File: config.mk
export PLATFORM = sky130hd
export DESIGN_NAME = alu_issue_ctrl_flat
export DESIGN_NICKNAME = d
export VERILOG_FILES = /design/src/rtl/alu_issue_ctrl_if.sv /design/src/rtl/alu_issue_ctrl.sv /design/src/flat_wrapper.sv
export SDC_FILE = /design/constraint.sdc
export NUM_CORES = 1
export LEC_CHECK = 0
export BUFFER_PORTS_ARGS = -buffer_cell sky130_fd_sc_hd__buf_2
export CORE_AREA = 2 2 335 337
export CTS_BUF_LIST = sky130_fd_sc_hd__clkbuf_4 sky130_fd_sc_hd__clkbuf_8
export CTS_CLUSTER_DIAMETER = 40
export DETAILED_ROUTE_END_ITERATION = 7
export DIE_AREA = 0 0 337 339
export PLACE_DENSITY = 0.38
export SYNTH_ARGS = -nofsm -noshare
export SYNTH_HDL_FRONTEND = slang
export SYNTH_SLANG_ARGS = --single-unit
File: constraint.sdc
create_clock -name clk -period 2.3 [get_ports clk]
set_input_delay 0.115 -clock clk [delete_from_list [all_inputs] [get_ports clk]]
set_output_delay 0.115 -clock clk [all_outputs]
set_load 0.05 [all_outputs]
File: src/rtl/alu_issue_ctrl_if.sv
// Bundle between the lane dispatch/VRF read side, alu_issue_ctrl and the lane ALU.
// Macro ALU_ISSUE_PERF_CNT_EN adds the perf_busy_o / perf_stall_o counter outputs.
interface alu_issue_ctrl_if #(
  parameter int PARALLEL_IF_NUM = 4,
  parameter int OP_WIDTH        = 32,
  parameter int VL_WIDTH        = 12
);
  logic                                start_i;
  logic [VL_WIDTH-1:0]                 vl_i;
  logic [1:0]                          sew_i;
  logic [8:0]                          opmode_i;
  logic                                reduction_i;
  logic                                op_vld_i;
  logic                                op_rdy_o;
  logic [PARALLEL_IF_NUM*OP_WIDTH-1:0] op_a_i;
  logic [PARALLEL_IF_NUM*OP_WIDTH-1:0] op_b_i;
  logic [PARALLEL_IF_NUM*OP_WIDTH-1:0] op_c_i;
  logic                                stall_i;
  logic [PARALLEL_IF_NUM-1:0]          alu_vld_o;
  logic [PARALLEL_IF_NUM*OP_WIDTH-1:0] alu_a_o;
  logic [PARALLEL_IF_NUM*OP_WIDTH-1:0] alu_b_o;
  logic [PARALLEL_IF_NUM*OP_WIDTH-1:0] alu_c_o;
  logic [PARALLEL_IF_NUM*9-1:0]        alu_opmode_o;
  logic [PARALLEL_IF_NUM*2-1:0]        sew_o;
  logic [PARALLEL_IF_NUM-1:0]          alu_reduction_o;
  logic [PARALLEL_IF_NUM-1:0]          alu_vld_i;
  logic                                busy_o;
  logic                                done_o;
  logic                                err_o;
`ifdef ALU_ISSUE_PERF_CNT_EN
  logic [31:0]                         perf_busy_o;
  logic [31:0]                         perf_stall_o;
`endif

  modport master (
    output start_i, vl_i, sew_i, opmode_i, reduction_i, op_vld_i, op_a_i, op_b_i, op_c_i,
    output stall_i, alu_vld_i,
    input  op_rdy_o, alu_vld_o, alu_a_o, alu_b_o, alu_c_o, alu_opmode_o, sew_o,
    input  alu_reduction_o, busy_o, done_o, err_o
`ifdef ALU_ISSUE_PERF_CNT_EN
    , input perf_busy_o, perf_stall_o
`endif
  );

  modport slave (
    input  start_i, vl_i, sew_i, opmode_i, reduction_i, op_vld_i, op_a_i, op_b_i, op_c_i,
    input  stall_i, alu_vld_i,
    output op_rdy_o, alu_vld_o, alu_a_o, alu_b_o, alu_c_o, alu_opmode_o, sew_o,
    output alu_reduction_o, busy_o, done_o, err_o
`ifdef ALU_ISSUE_PERF_CNT_EN
    , output perf_busy_o, perf_stall_o
`endif
  );
endinterface

File: src/rtl/alu_issue_ctrl.sv
// Issues one vector instruction's operand beats onto the lane ALU interfaces and tracks results in flight.
// Macro ALU_ISSUE_PERF_CNT_EN adds saturating busy/stall cycle counters.
module alu_issue_ctrl #(
  parameter int PARALLEL_IF_NUM = 4,
  parameter int OP_WIDTH        = 32,
  parameter int VL_WIDTH        = 12,
  parameter int INFL_WIDTH      = 4
) (
  input logic             clk,
  input logic             rstn,
  alu_issue_ctrl_if.slave bus
);
  // state | meaning
  // IDLE  | waiting for start_i; latches vl and config
  // ISSUE | accepting operand beats until rem is exhausted
  // DRAIN | every beat issued; waiting for in-flight results
  typedef enum logic [1:0] {IDLE, ISSUE, DRAIN} state_t;

  localparam int                  DW       = PARALLEL_IF_NUM * OP_WIDTH;
  localparam logic [INFL_WIDTH-1:0] INFL_MAX = '1;
  localparam logic [VL_WIDTH-1:0]   PIF_VL   = VL_WIDTH'(PARALLEL_IF_NUM);

  state_t                     state;
  logic [VL_WIDTH-1:0]        rem;
  logic [INFL_WIDTH-1:0]      infl;
  logic [8:0]                 opmode_q;
  logic [1:0]                 sew_q;
  logic                       red_q;
  logic [PARALLEL_IF_NUM-1:0] vld_q;
  logic [DW-1:0]              a_q;
  logic [DW-1:0]              b_q;
  logic [DW-1:0]              c_q;
  logic                       err_q;
  logic                       op_rdy;
  logic                       accept;
  logic                       ret;
  logic                       done;

  assign op_rdy = (state == ISSUE) && !bus.stall_i && (infl != INFL_MAX);
  assign accept = bus.op_vld_i && op_rdy;
  assign ret    = bus.alu_vld_i[0];
  assign done   = (state == DRAIN) && (infl == '0) && !ret;

  always_ff @(posedge clk) begin
    if (!rstn) begin
      state    <= IDLE;
      rem      <= '0;
      infl     <= '0;
      opmode_q <= '0;
      sew_q    <= '0;
      red_q    <= 1'b0;
      vld_q    <= '0;
      a_q      <= '0;
      b_q      <= '0;
      c_q      <= '0;
      err_q    <= 1'b0;
    end else begin
      case (state)
        IDLE: begin
          if (bus.start_i) begin
            rem      <= bus.vl_i;
            opmode_q <= bus.opmode_i;
            sew_q    <= bus.sew_i;
            red_q    <= bus.reduction_i;
            state    <= (bus.vl_i == '0) ? DRAIN : ISSUE;
          end
        end
        ISSUE: begin
          if (accept) begin
            if (rem <= PIF_VL) begin
              rem   <= '0;
              state <= DRAIN;
            end else begin
              rem <= rem - PIF_VL;
            end
          end
        end
        DRAIN: begin
          if (done) state <= IDLE;
        end
        default: state <= IDLE;
      endcase

      // Tail masking is purely element-count based; the ALU handles sew itself.
      for (int k = 0; k < PARALLEL_IF_NUM; k++) begin
        vld_q[k] <= accept && (VL_WIDTH'(k) < rem);
      end
      if (accept) begin
        a_q <= bus.op_a_i;
        b_q <= bus.op_b_i;
        c_q <= bus.op_c_i;
      end

      if (ret && (infl == '0)) err_q <= 1'b1;
      if (accept && !ret) begin
        infl <= infl + 1'b1;
      end else if (ret && !accept && (infl != '0)) begin
        infl <= infl - 1'b1;
      end
    end
  end

  assign bus.op_rdy_o        = op_rdy;
  assign bus.alu_vld_o       = vld_q;
  assign bus.alu_a_o         = a_q;
  assign bus.alu_b_o         = b_q;
  assign bus.alu_c_o         = c_q;
  assign bus.alu_opmode_o    = {PARALLEL_IF_NUM{opmode_q}};
  assign bus.sew_o           = {PARALLEL_IF_NUM{sew_q}};
  assign bus.alu_reduction_o = {PARALLEL_IF_NUM{red_q}};
  assign bus.busy_o          = (state != IDLE);
  assign bus.done_o          = done;
  assign bus.err_o           = err_q;

`ifdef ALU_ISSUE_PERF_CNT_EN
  logic [31:0] perf_busy_q;
  logic [31:0] perf_stall_q;

  always_ff @(posedge clk) begin
    if (!rstn) begin
      perf_busy_q  <= '0;
      perf_stall_q <= '0;
    end else if ((state == IDLE) && bus.start_i) begin
      perf_busy_q  <= '0;
      perf_stall_q <= '0;
    end else begin
      if ((state != IDLE) && (perf_busy_q != '1)) perf_busy_q <= perf_busy_q + 1'b1;
      if ((state == ISSUE) && bus.op_vld_i && !op_rdy && (perf_stall_q != '1)) begin
        perf_stall_q <= perf_stall_q + 1'b1;
      end
    end
  end

  assign bus.perf_busy_o  = perf_busy_q;
  assign bus.perf_stall_o = perf_stall_q;
`endif
endmodule

File: src/flat_wrapper.sv
// flat-port wrapper written by rule: the top's interface ports become plain ports
module alu_issue_ctrl_flat 
#(
  parameter int PARALLEL_IF_NUM = 4,
  parameter int OP_WIDTH        = 32,
  parameter int VL_WIDTH        = 12,
  parameter int INFL_WIDTH      = 4
)
  (clk, rstn, bus_start_i, bus_vl_i, bus_sew_i, bus_opmode_i, bus_reduction_i, bus_op_vld_i, bus_op_a_i, bus_op_b_i, bus_op_c_i, bus_stall_i, bus_alu_vld_i, bus_op_rdy_o, bus_alu_vld_o, bus_alu_a_o, bus_alu_b_o, bus_alu_c_o, bus_alu_opmode_o, bus_sew_o, bus_alu_reduction_o, bus_busy_o, bus_done_o, bus_err_o);
  alu_issue_ctrl_if #(.PARALLEL_IF_NUM(PARALLEL_IF_NUM), .OP_WIDTH(OP_WIDTH), .VL_WIDTH(VL_WIDTH)) bus_i ();
  input logic clk;
  input logic rstn;
  input wire logic [$bits(bus_i.start_i)-1:0] bus_start_i;
  input wire logic [$bits(bus_i.vl_i)-1:0] bus_vl_i;
  input wire logic [$bits(bus_i.sew_i)-1:0] bus_sew_i;
  input wire logic [$bits(bus_i.opmode_i)-1:0] bus_opmode_i;
  input wire logic [$bits(bus_i.reduction_i)-1:0] bus_reduction_i;
  input wire logic [$bits(bus_i.op_vld_i)-1:0] bus_op_vld_i;
  input wire logic [$bits(bus_i.op_a_i)-1:0] bus_op_a_i;
  input wire logic [$bits(bus_i.op_b_i)-1:0] bus_op_b_i;
  input wire logic [$bits(bus_i.op_c_i)-1:0] bus_op_c_i;
  input wire logic [$bits(bus_i.stall_i)-1:0] bus_stall_i;
  input wire logic [$bits(bus_i.alu_vld_i)-1:0] bus_alu_vld_i;
  output wire logic [$bits(bus_i.op_rdy_o)-1:0] bus_op_rdy_o;
  output wire logic [$bits(bus_i.alu_vld_o)-1:0] bus_alu_vld_o;
  output wire logic [$bits(bus_i.alu_a_o)-1:0] bus_alu_a_o;
  output wire logic [$bits(bus_i.alu_b_o)-1:0] bus_alu_b_o;
  output wire logic [$bits(bus_i.alu_c_o)-1:0] bus_alu_c_o;
  output wire logic [$bits(bus_i.alu_opmode_o)-1:0] bus_alu_opmode_o;
  output wire logic [$bits(bus_i.sew_o)-1:0] bus_sew_o;
  output wire logic [$bits(bus_i.alu_reduction_o)-1:0] bus_alu_reduction_o;
  output wire logic [$bits(bus_i.busy_o)-1:0] bus_busy_o;
  output wire logic [$bits(bus_i.done_o)-1:0] bus_done_o;
  output wire logic [$bits(bus_i.err_o)-1:0] bus_err_o;
  assign bus_i.start_i = bus_start_i;
  assign bus_i.vl_i = bus_vl_i;
  assign bus_i.sew_i = bus_sew_i;
  assign bus_i.opmode_i = bus_opmode_i;
  assign bus_i.reduction_i = bus_reduction_i;
  assign bus_i.op_vld_i = bus_op_vld_i;
  assign bus_i.op_a_i = bus_op_a_i;
  assign bus_i.op_b_i = bus_op_b_i;
  assign bus_i.op_c_i = bus_op_c_i;
  assign bus_i.stall_i = bus_stall_i;
  assign bus_i.alu_vld_i = bus_alu_vld_i;
  assign bus_op_rdy_o = bus_i.op_rdy_o;
  assign bus_alu_vld_o = bus_i.alu_vld_o;
  assign bus_alu_a_o = bus_i.alu_a_o;
  assign bus_alu_b_o = bus_i.alu_b_o;
  assign bus_alu_c_o = bus_i.alu_c_o;
  assign bus_alu_opmode_o = bus_i.alu_opmode_o;
  assign bus_sew_o = bus_i.sew_o;
  assign bus_alu_reduction_o = bus_i.alu_reduction_o;
  assign bus_busy_o = bus_i.busy_o;
  assign bus_done_o = bus_i.done_o;
  assign bus_err_o = bus_i.err_o;
  alu_issue_ctrl #(.PARALLEL_IF_NUM(PARALLEL_IF_NUM), .OP_WIDTH(OP_WIDTH), .VL_WIDTH(VL_WIDTH), .INFL_WIDTH(INFL_WIDTH)) u_core (.clk(clk), .rstn(rstn), .bus(bus_i));
endmodule
# Word level (Yosys, flattened, before mapping)

Index checks and enable logic that the tools add are counted.

Bits in registers: 419
Bits of input ports: 417
Output and inout bits: 440
Word-level logic and storage cells: 64

$add $sub $neg: 3
Order comparisons: 5
Equality and inequality tests: 7
Mux-type cells: 12
Reduce and logical (&&, ||, !) cells: 26

Operator list:

| kind                  | number |
|---|---|
| $mux 12               | 3 |
| $lt 1x12->1 const A   | 2 |
| $lt 2x12->1 const A   | 2 |
| $pmux 12 s2           | 1 |
| $logic_and 1x1->1     | 13 |
| $le 12x3->1 const B   | 1 |
| $logic_not 12->1      | 1 |
| $sub 12x3->12 const B | 1 |
| $mux 2                | 5 |
| $mux 4                | 2 |
| $ne 2x2->1 const B    | 3 |
| $pmux 2 s3            | 1 |
| $reduce_bool 2->1     | 3 |
| $add 4x1->4 const B   | 1 |
| $logic_not 4->1       | 1 |
| $ne 4x4->1 const B    | 1 |
| $reduce_and 4->1      | 1 |
| $reduce_bool 4->1     | 1 |
| $sub 4x1->4 const B   | 1 |
| $logic_not 1->1       | 3 |
| $reduce_and 3->1      | 1 |
| $eq 2x1->1 const B    | 1 |
| $eq 2x2->1 const B    | 1 |
| $logic_not 2->1       | 1 |
| other kinds (2)       | 2 |

# Logic depth before layout (Yosys ltp)

Word-level depth: 9
Mapped depth: 10
Depth with buffers taken out: 8

# Worst setup path before layout

No wires, ideal clock.

Path kind: register to register
From: register u_core.state[0]
To: register u_core.infl[3]
Library setup time: 0.072 ns
Data arrival time: 2.299 ns
Required time: 2.228 ns
Path slack: -0.070 ns
Stages on the path, launching flop included: 11
Path buffers: 2
Cells stage by stage: dfxtp_1 > buf_2 > nand2b_1 > buf_2 > nor4_2 > inv_1 > ha_1 > a21o_1 > a21oi_1 > mux2i_1 > mux2i_1

Cells in the longest elaborated chain, start to end: 8
Elaborated cells on any way between the ends: 10
Those cells by class: eq/ne: 1; mux: 1; reduce/logical: 8

Ends and longest elaborated chain:

| item                                | line                 | RTL |
|---|---|---|
| start, declared                     | alu_issue_ctrl.sv:23 | `state_t state;` |
| start signal, assigned              | alu_issue_ctrl.sv:65 | `state <= (bus.vl_i == '0) ? DRAIN : ISSUE;` |
| $eq 2x1->1 (*)                      | alu_issue_ctrl.sv:39 | `assign op_rdy = (state == ISSUE) && !bus.stall_i && (infl != INFL_MAX);` |
| $logic_and 1x1->1 (*) (2 in series) | alu_issue_ctrl.sv:39 |  |
| $logic_and 1x1->1 (*)               | alu_issue_ctrl.sv:40 | `assign accept = bus.op_vld_i && op_rdy;` |
| $logic_not 1->1                     | alu_issue_ctrl.sv:97 | `end else if (ret && !accept && (infl != '0)) begin` |
| $logic_and 1x1->1 (2 in series)     | alu_issue_ctrl.sv:97 |  |
| $reduce_bool 2->1 (no source line)  | -                    |  |
| end signal, assigned                | alu_issue_ctrl.sv:96 | `infl <= infl + 1'b1;` |
| end signal, assigned                | alu_issue_ctrl.sv:98 | `infl <= infl - 1'b1;` |
| end, declared                       | alu_issue_ctrl.sv:25 | `logic [INFL_WIDTH-1:0] infl;` |

Mark *: on every way between the ends. The rest lies on a longest branch, timed or not.
A chain may end at the register's enable or synchronous reset.

# Final worst setup path

From: register u_core.infl[0]
To: output port bus_done_o

Cells in the longest elaborated chain, start to end: 3

Ends and longest elaborated chain:

| item                            | line                 | RTL |
|---|---|---|
| $logic_not 4->1                 | alu_issue_ctrl.sv:42 | `assign done = (state == DRAIN) && (infl == '0) && !ret;` |
| $logic_and 1x1->1 (2 in series) | alu_issue_ctrl.sv:42 |  |
| end, declared                   | flat_wrapper.sv:33   | `output wire logic [$bits(bus_i.done_o)-1:0] bus_done_o;` |

Every way passes these cells.

==> metrics.txt <==
status=complete, no violations; CTS tree=built; WP data arrival=2.10 ns; Synth area leaders=dfxtp_1 (55%), nand2_1 (20%), a21oi_1 (13%); Congestion Overflow GR=0; simple-gate share of the synthesized area=22.5%; nets=3627; NetSw=6.73 mW; Yosys Warn Count=0; Hold Path Class=in -> reg; I/O Buffers=853; minimum clock period=2.21 ns; clock root cell=clkbuf_8; Post-synth ARST share=0%; Max Cap Viol=0; FF-to-FF path depth=8; area share of the largest cell type after synthesis=55.0%; combinational power share=20.5%; die width=337 µm; worst-skew pair later-pin latency=0.71 ns; worst hold path startpoint=bus_stall_i; multi-input combinational cell area=6000 µm²; 1st-iter DRT viols=657; DRC viols=0; vias in the first global route=18.0k; EDFF count, synth=0; critical path type=reg -> out; most common cell after layout, fill and taps aside=buf_2; highest-count cells in the layout ignoring fill and taps=buf_2 (851), nand2_1 (805), dlygate4sd3_1 (422); GP Congestion=0.796; synthesized area=15300 µm²; largest net degree at the start of global routing=74; Design Power=21.8 mW; internal power=15.0 mW; die area=114000 µm²; xor and xnor area share after synthesis=0.0574%; Sw Ratio=30.9%; Placed Area=21200 µm²; CP endpoint kind=primary output; CTS HTree Levels=3; register-to-register setup slack=0.13 ns; reg2reg end=u_core.rem[2]$_SDFFE_PN0P_; gr usage total=11.8%; pwr dens=784 nW/µm²; multiplexer area fraction after synthesis=0.131%; CP startpoint kind=flip-flop; die span in y=339 µm; CP endpoint=bus_done_o; endpoints failing setup=0; crit path max fanout=7; Post-DP HPWL=51800 µm; post-synthesis sequential area ratio=55.0%; Fmax=452 MHz; CTS Buf Count=97; Initial DRT Pass Iterations=5; slowest CP cell=or4_4; final hold vios=0; Pins Over Slew Limit=0; P_leak=12.1 nW; Gate Count Post-Synth=1941; share of power burned in registers=36.1%; Reg2Reg Launch Point=u_core.rem[3]$_SDFFE_PN0P_; first-pass GRT wire length=105000 µm; number of top-level pins=857; register area=8390 µm²; vias post-DR=17.8k; Avg WL per Cell=14.8 µm; crit path from=u_core.infl[0]$_SDFFE_PN0P_; Total Routed Length=70800 µm; fill count=12.3k; DRT antenna net count=0; critical path required time=2.18 ns; Sink Count=419; RSZ-0062 raised after global routing=true; Finished Cell Area=27700 µm²; Max stage delay on crit path=0.50 ns; Synth Area in Compound Gates=15.7%; drt via density=3.73; Clock Path Buffers=3; initial antenna violation count=6; top_reg_cell synth=dfxtp_1; largest family of logic cells by synthesized area=simple AND/OR/NAND/NOR gates; Yosys reg bits=419; synth unique cells=56; initial core utilization=13.8%; clock slew at reported path FFs=0.05 ns; max_slew headroom=49.9%; Final Skew=0.0354 ns; synthesis-to-layout area growth=81.8%; worst-path cell chain=buf_6 > or4_4 > nor2_4 > and3_4 > buf_12; Synth Area in Adders=0.459%; Worst-Margin Slew=0.745 ns; Worst VDD drop=0.520 mV; area of the core=110000 µm²; Core Rows=122; Clk pwr share=43.4%; post-synthesis net count=2363; share of layout cells above drive strength 1=34.1%; Tcrit/Tclk final=96.1%; area leader, netlist=dfxtp_1; Avg Cell Area, Syn=7.86 µm²
how the worst min path moves through the flow:
stage | cells past startpoint | slack, ns | to
floorplan | 2 | 0.25 | u_core.red_q$_SDFFE_PN0P_
global placement | 3 | 0.36 | u_core.bus.alu_c_o[84]$_SDFFE_PN0P_
detailed placement | 3 | 0.36 | u_core.bus.alu_b_o[74]$_SDFFE_PN0P_
CTS | 6 | 0.004 | u_core.infl[1]$_SDFFE_PN0P_
global route | 6 | 0.06 | u_core.infl[1]$_SDFFE_PN0P_
finish | 6 | 0.11 | u_core.infl[1]$_SDFFE_PN0P_
Yosys cell counts, types with 3 or more instances:
library cell  count
ha_1              4
nor3b_1           5
clkbuf_1         66
or4_1             3
nand2_1         805
buf_4            37
a31oi_1           5
a21oi_1         409
nand3_1           5
buf_2            73
nor3_1            8
nor2b_1           3
o21ai_0           8
dfxtp_1         419
and3_1            5
o21a_1            3
nor4_1            5
nand4_1           4
nor2_1           12
and2_1            3
inv_1             8
a22oi_1           3
flip-flops by register name, summed over array words and instances, names as in the netlist:
register	cells
u_core.rem	12
u_core.sew_q	2
u_core.bus.alu_a_o	128
u_core.state	2
u_core.opmode_q	9
u_core.bus.alu_vld_o	4
u_core.bus.err_o	1
u_core.bus.alu_c_o	128
u_core.bus.alu_b_o	128
u_core.infl	4
u_core.red_q	1
power groups by stage:
stage               combinational, mW  clock, mW  sequential, mW
floorplan                        1.50          0            8.94
global placement                 3.76          0            7.99
detailed placement               3.74          0            8.00
CTS                              4.48       9.89            7.86
global route                     4.80       10.2            7.91
finish                           4.45       9.44            7.86
critical path, delay by kind of cell, from the launching register on:
kind                   cells  cell delay [ns]
buffers and inverters      2             0.27
DFF                        1             0.32
and+or+nand+nor            3             0.81
kinds of logic after synthesis:
kind of cell	Yosys count
AOI/OAI and AO/OA	456
xor gates and xnor gates	1
adders and majority gates	5
buffers and inverters	188
DFF	419
muxes	2
and+or+nand+nor	870
metrics by stage:
step / setup slack, ns / hold WS, ns / std cells / utilization [%] / setup TNS, ns
2_1_floorplan: 0.0127 / 0.251 / 1941 / - / 0
3_5_place_dp: 0.145 / 0.362 / 4168 / 19.2 / 0
3_3_place_gp: 0.142 / 0.357 / 4168 / 19.2 / 0
4_1_cts: -0.0946 / 0.00445 / 4768 / 25.1 / -0.0946
5_1_grt: -0.0641 / 0.0561 / 4770 / 25.1 / -0.0641
6_report: 0.0894 / 0.113 / 4771 / 25.1 / 0
area by class of cell:
type | count | share of cell area, %
Timing Repair Buffer | 1343 | 33.4
Sequential cell | 419 | 30.2
Multi-Input combinational cell | 1334 | 21.6
Tap cell | 1488 | 6.71
Clock buffer | 146 | 6.68
Clock inverter | 28 | 1.16
Inverter | 10 | 0.162
Antenna cell | 3 | 0.0271
per-layer routing:
layer / GRT usage (%) / share of wire, %
met2: 20.7 / 49
met5: 0 / 0.018
met1: 12.8 / 39
met4: 4.97 / 3.4
met3: 3.85 / 8.5
timing repair:
item / 4_1_cts / 5_1_grt
gates resized for setup: 13 / 6
pin swaps: 2 / 1
setup endpoints to repair: 2 / 4
endpoints found under the hold margin: 419 / 0
hold buffers: 422 / 0
setup buffers: 4 / 0
Note: power is estimated with default switching activity, not from simulation.
